==> config.mk <==
export PLATFORM = sky130hd
export DESIGN_NAME = fp32_div
export DESIGN_NICKNAME = d
export VERILOG_FILES = /design/src/rtl/fp32_div.sv
export SDC_FILE = /design/constraint.sdc
export NUM_CORES = 2
export LEC_CHECK = 0
export ABC_CLOCK_PERIOD_IN_PS = 2100
export BUFFER_PORTS_ARGS = -buffer_cell sky130_fd_sc_hd__buf_2
export CAP_MARGIN = 5
export CORE_AREA = 10 10 302 304
export CTS_CLUSTER_DIAMETER = 120
export DETAILED_ROUTE_END_ITERATION = 8
export DIE_AREA = 0 0 312 314
export GPL_TIMING_DRIVEN = 0
export PLACE_DENSITY = 0.64
export SETUP_SLACK_MARGIN = 0.5
export SYNTH_ARGS = -nofsm -noshare
export SYNTH_HDL_FRONTEND = slang
export SYNTH_SLANG_ARGS = --single-unit
==> constraint.sdc <==
create_clock -name clk -period 2.1 [get_ports clk]
set_input_delay 0 -clock clk [delete_from_list [all_inputs] [get_ports clk]]
set_output_delay 0 -clock clk [all_outputs]
set_load 0.02 [all_outputs]
==> src/rtl/fp32_div.sv <==
// IEEE-754 binary32 divider: combinational restoring-division core with registered outputs.
// Rounds toward zero and flushes tiny results to zero. Accepts a new operand pair every clock.
module fp32_div (
  input  logic        clk,
  input  logic        rst,
  input  logic [31:0] A,
  input  logic [31:0] B,
  output logic [31:0] result,
  output logic        overflow,
  output logic        underflow
);

  typedef enum logic [1:0] {
    RES_NAN,
    RES_INF,
    RES_ZERO,
    RES_CALC
  } res_kind_t;

  localparam logic [31:0] QNAN = 32'h7FC0_0000;

  // Number of leading zeros in a 24-bit mantissa (only meaningful for nonzero input).
  function automatic logic [4:0] lzc24(input logic [23:0] m);
    logic [4:0] n;
    n = 5'd0;
    for (int unsigned i = 0; i < 24; i++) begin
      if (m[i]) n = 5'(23 - i);
    end
    return n;
  endfunction

  logic        sa, sb, sq;
  logic [7:0]  expa, expb;
  logic [22:0] fraca, fracb;
  logic        nan_a, nan_b, inf_a, inf_b, zero_a, zero_b;
  res_kind_t   kind;

  logic [4:0]        lza, lzb;
  logic [23:0]       ma, mb;
  logic signed [9:0] ea, eb;

  logic [24:0]       rem;
  logic [24:0]       q;
  logic [22:0]       frac;
  logic              adj;
  logic signed [9:0] e_biased;

  logic [31:0] result_d;
  logic        overflow_d, underflow_d;

  assign {sa, expa, fraca} = A;
  assign {sb, expb, fracb} = B;
  assign sq = sa ^ sb;

  assign nan_a  = (expa == 8'hFF) && (fraca != '0);
  assign nan_b  = (expb == 8'hFF) && (fracb != '0);
  assign inf_a  = (expa == 8'hFF) && (fraca == '0);
  assign inf_b  = (expb == 8'hFF) && (fracb == '0);
  assign zero_a = (expa == 8'h00) && (fraca == '0);
  assign zero_b = (expb == 8'h00) && (fracb == '0);

  always_comb begin
    kind = RES_CALC;
    if (nan_a || nan_b || (zero_a && zero_b) || (inf_a && inf_b)) kind = RES_NAN;
    else if (inf_a)                                              kind = RES_INF;
    else if (zero_b)                                             kind = RES_INF;
    else if (zero_a || inf_b)                                    kind = RES_ZERO;
  end

  // Subnormals are normalized up front so the divider always sees mantissas in [1,2).
  always_comb begin
    lza = '0;
    lzb = '0;
    if (expa == 8'h00) begin
      lza = lzc24({1'b0, fraca});
      ma  = {1'b0, fraca} << lza;
      ea  = -10'sd126 - $signed({5'd0, lza});
    end else begin
      ma  = {1'b1, fraca};
      ea  = $signed({2'b00, expa}) - 10'sd127;
    end
    if (expb == 8'h00) begin
      lzb = lzc24({1'b0, fracb});
      mb  = {1'b0, fracb} << lzb;
      eb  = -10'sd126 - $signed({5'd0, lzb});
    end else begin
      mb  = {1'b1, fracb};
      eb  = $signed({2'b00, expb}) - 10'sd127;
    end
  end

  // Restoring division: q[24] has weight 2^0, q[0] weight 2^-24. Since ma/mb is in (0.5,2)
  // these 25 bits always hold a normalized 1.23 mantissa after at most one shift.
  always_comb begin
    rem = {1'b0, ma};
    q   = '0;
    for (int unsigned i = 0; i < 25; i++) begin
      if (rem >= {1'b0, mb}) begin
        rem        = rem - {1'b0, mb};
        q[24 - i]  = 1'b1;
      end
      rem = {rem[23:0], 1'b0};
    end
  end

  always_comb begin
    if (q[24]) begin
      frac = q[23:1];
      adj  = 1'b0;
    end else begin
      frac = q[22:0];
      adj  = 1'b1;
    end
    e_biased = ea - eb + 10'sd127 - $signed({9'd0, adj});
  end

  always_comb begin
    result_d    = '0;
    overflow_d  = 1'b0;
    underflow_d = 1'b0;
    unique case (kind)
      RES_NAN:  result_d = QNAN;
      RES_INF:  result_d = {sq, 8'hFF, 23'd0};
      RES_ZERO: result_d = {sq, 31'd0};
      RES_CALC: begin
        if (e_biased >= 10'sd255) begin
          result_d   = {sq, 8'hFF, 23'd0};
          overflow_d = 1'b1;
        end else if (e_biased <= 10'sd0) begin
          result_d    = {sq, 31'd0};
          underflow_d = 1'b1;
        end else begin
          result_d = {sq, e_biased[7:0], frac};
        end
      end
      default: result_d = '0;
    endcase
  end

  always_ff @(posedge clk or posedge rst) begin
    if (rst) begin
      result    <= '0;
      overflow  <= 1'b0;
      underflow <= 1'b0;
    end else begin
      result    <= result_d;
      overflow  <= overflow_d;
      underflow <= underflow_d;
    end
  end

endmodule

==> results.toml <==
[status]
status = "finished, violations left"
violations = "capacitance limit, slew limit, setup timing"

[timing]
setup_violations = 34
worst_pin_slew_ps = 1510
rsz0062_at_grt = "yes"
period_needed_ps = 75720
drv_slew = 6
finalHoldViolCount = 0
period_share_pct = 3610
timing.fmax_ghz = 0.0132
setup_slack_ps = -73620
relSlewSlack_pct = -1.50

[worst_hold_path]
min_path_cells = 5
hp-class = "in -> reg"

[clock_tree]
cts_buffers = 5
cts_tree = "yes"
cts_sinks = 34
cts_root_buf = "clkbuf_16"
clk_pin_slew_worst_paths_ps = 90
clockBufferDepth = 2
htree_num_levels = 2

[floorplanning]
die_height_microns = 314
start_util_pct = 49.8
die-area_sq_mm = 0.0980
core_area_sq_mm = 0.0849
rows = 107
ios = 100
die_width_microns = 312

[routing]
via_per_inst = 6.64
via_count = 56400
drt_iter0_markers = 6095
drc = 0
wl_mm = 202
first_pass_iters = 7
antenna_left = 0
wl_per_cell_microns = 23.7

[global_routing]
grt_pass1_vias = 50900
grtUsageTotal_pct = 35.9
grt_max_degree = 19
antenna_found_initial = 6
grt_pass1_wl_mm = 287
overflow = 0

[place]
place_congestion = 0.978
port_buffers = 87
post-place-ws_ps = -82670
post-place-cells = 7537
hpwl_mm = 135

[layout]
area_growth_pct = 41.4
instances_no_fill = 8496
drive_gt1_share_pct = 31.3
postLayoutCoreUtil_pct = 70.4
layout.nets = 7997

[worst_setup_path]
critPathCaptureType = "register"
slowest_stage = "or4b_2"
crit_buf_inv = 73
crit_arrival_ps = 75960
critical_path_depth = 465
crit_path_frequent_cell = "a21o_1"
cp_top_family = "compound AO/OA/AOI/OAI gates"
required_ps = 2340
crit_type = "in -> reg"
cp-start-kind = "input port"
max_stage_delay_ps = 780
cp_max_fo = 11

[flow_run]
maxCapViolCount = 1

[synthesis]
syn-num-nets = 6917
syn_area_per_cell_sq_um = 6.74
synth_edf_count = 0
synth.ff_latch_count = 34
yosysUniqueCellTypes = 134
synth_seq_area_share_pct = 2.01
syn_area_sq_mm = 0.0423
syn_inst = 6269
yosys_warnings = 0
yosys_most_used_dff = "dfrtp_1"
synth_async_sr_flop_share_pct = 100
[timing repair]
action                                 CTS  global route
resized for setup                      744           484
gates cloned                             8             2
endpoints found under the hold margin   17             0
setup endpoints to repair               34            34
pin swaps                              393           384
setup buffers                          713           222
hold buffers                             3             0
[placed cells by master, fill, tap and decap left out, types with 38 or more instances in the layout]
| cell type | instances |
|---|---|
| nand2_1 | 548 |
| ha_4 | 78 |
| o21ai_2 | 56 |
| a21o_1 | 318 |
| buf_12 | 47 |
| o21bai_1 | 74 |
| buf_2 | 100 |
| xnor2_1 | 306 |
| nand4_1 | 96 |
| and2_1 | 51 |
| o31ai_1 | 65 |
| nand2b_1 | 129 |
| a31oi_1 | 58 |
| nand3_1 | 121 |
| a21oi_2 | 130 |
| a211oi_1 | 42 |
| a21oi_4 | 44 |
| nor2_2 | 48 |
| o21ai_0 | 286 |
| xor2_1 | 158 |
| nor2_1 | 514 |
| mux2_2 | 113 |
| inv_1 | 233 |
| o211ai_1 | 45 |
| ha_1 | 487 |
| or3_1 | 39 |
| buf_4 | 887 |
| nor2_4 | 47 |
| nor3_1 | 134 |
| a21oi_1 | 523 |
| and3_1 | 47 |
| clkbuf_16 | 45 |
| clkbuf_2 | 40 |
| buf_8 | 38 |
| nor2b_1 | 79 |
| mux2i_1 | 60 |
| buf_6 | 83 |
| o21ai_1 | 107 |
| o21a_1 | 96 |
[stage by stage]
| step | cell area (sq um) | hold slack (ps) | setup TNS [ps] |
|---|---|---|---|
| floorplan | 44100 | 142 | -943480 |
| global placement | 45900 | 329 | -1260110 |
| global route | 59800 | 304 | -1040530 |
| CTS | 56000 | 229 | -947050 |
| detailed placement | 46700 | 80.1 | -1159880 |
| finish | 59800 | 237 | -1002240 |
[flip-flops by register name, summed over array words and instances, names as in the netlist]
register / flops
result: 32
overflow: 1
underflow: 1
[kinds of logic after synthesis]
| group | after synthesis | synth area share, % |
|---|---|---|
| AND/OR/NAND/NOR | 2167 | 24.9 |
| flip-flops | 34 | 2.01 |
| multiplexers | 226 | 5.82 |
| adder cells (fa/ha/maj) | 603 | 17.8 |
| AO/OA/AOI/OAI | 2271 | 35.0 |
| XOR/XNOR | 469 | 9.72 |
| buffers and inverters | 499 | 4.72 |
[layout make-up]
cell class | instances | area (sq um)
multi-input cells | 5738 | 44800
well taps | 1144 | 1430
fillers | 6715 | 25100
flip-flops and latches | 34 | 851
clock inverters | 3 | 68.8
diodes | 2 | 5.00
clock buffers | 5 | 125
inverters | 255 | 988
plain buffers | 244 | 2640
repair buffers | 1071 | 8880
[synth_stat cells, types with 81 or more instances]
cell type	n	area, sq um
inv_1	247	927
clkbuf_1	153	574
ha_1	578	7230
o21ai_0	429	2150
nand3_1	137	686
xnor2_1	309	2710
xor2_1	160	1400
nand2b_1	144	901
nand2_1	583	2190
nor3_1	161	806
o31ai_1	91	683
nand4_1	96	601
nor2b_1	92	576
a211oi_1	81	608
nor2_1	608	2280
mux2_2	120	1350
a21o_1	319	2390
a21oi_1	692	3460
o21a_1	99	743
[worst min-delay path, cell delays in order]
cell      delay [ps]
buf_2            130
nand2_1          100
a21oi_1          170
a211oi_2          80
o21ai_1           70
[per-layer routing]
layer / vias to the layer above / track usage [%] / share of wire [%]
met3: 1077 / 6.24 / 11
met2: 3513 / 56.5 / 42
met4: 8 / 19.9 / 7.5
li1: 25500 / - / -
met5: - / 0.346 / 0.028
met1: 26300 / 46.0 / 39
[worst paths after layout]
| kind | start | end |
|---|---|---|
| min | B[30] | result[22] |
| min in group asynchronous | rst | result[0] |
| max | B[0] | result[0] |
| max in group asynchronous | rst | result[19] |
Power is not shown: default switching activity piles up to over one toggle a cycle in this logic, so the estimate is an artifact.
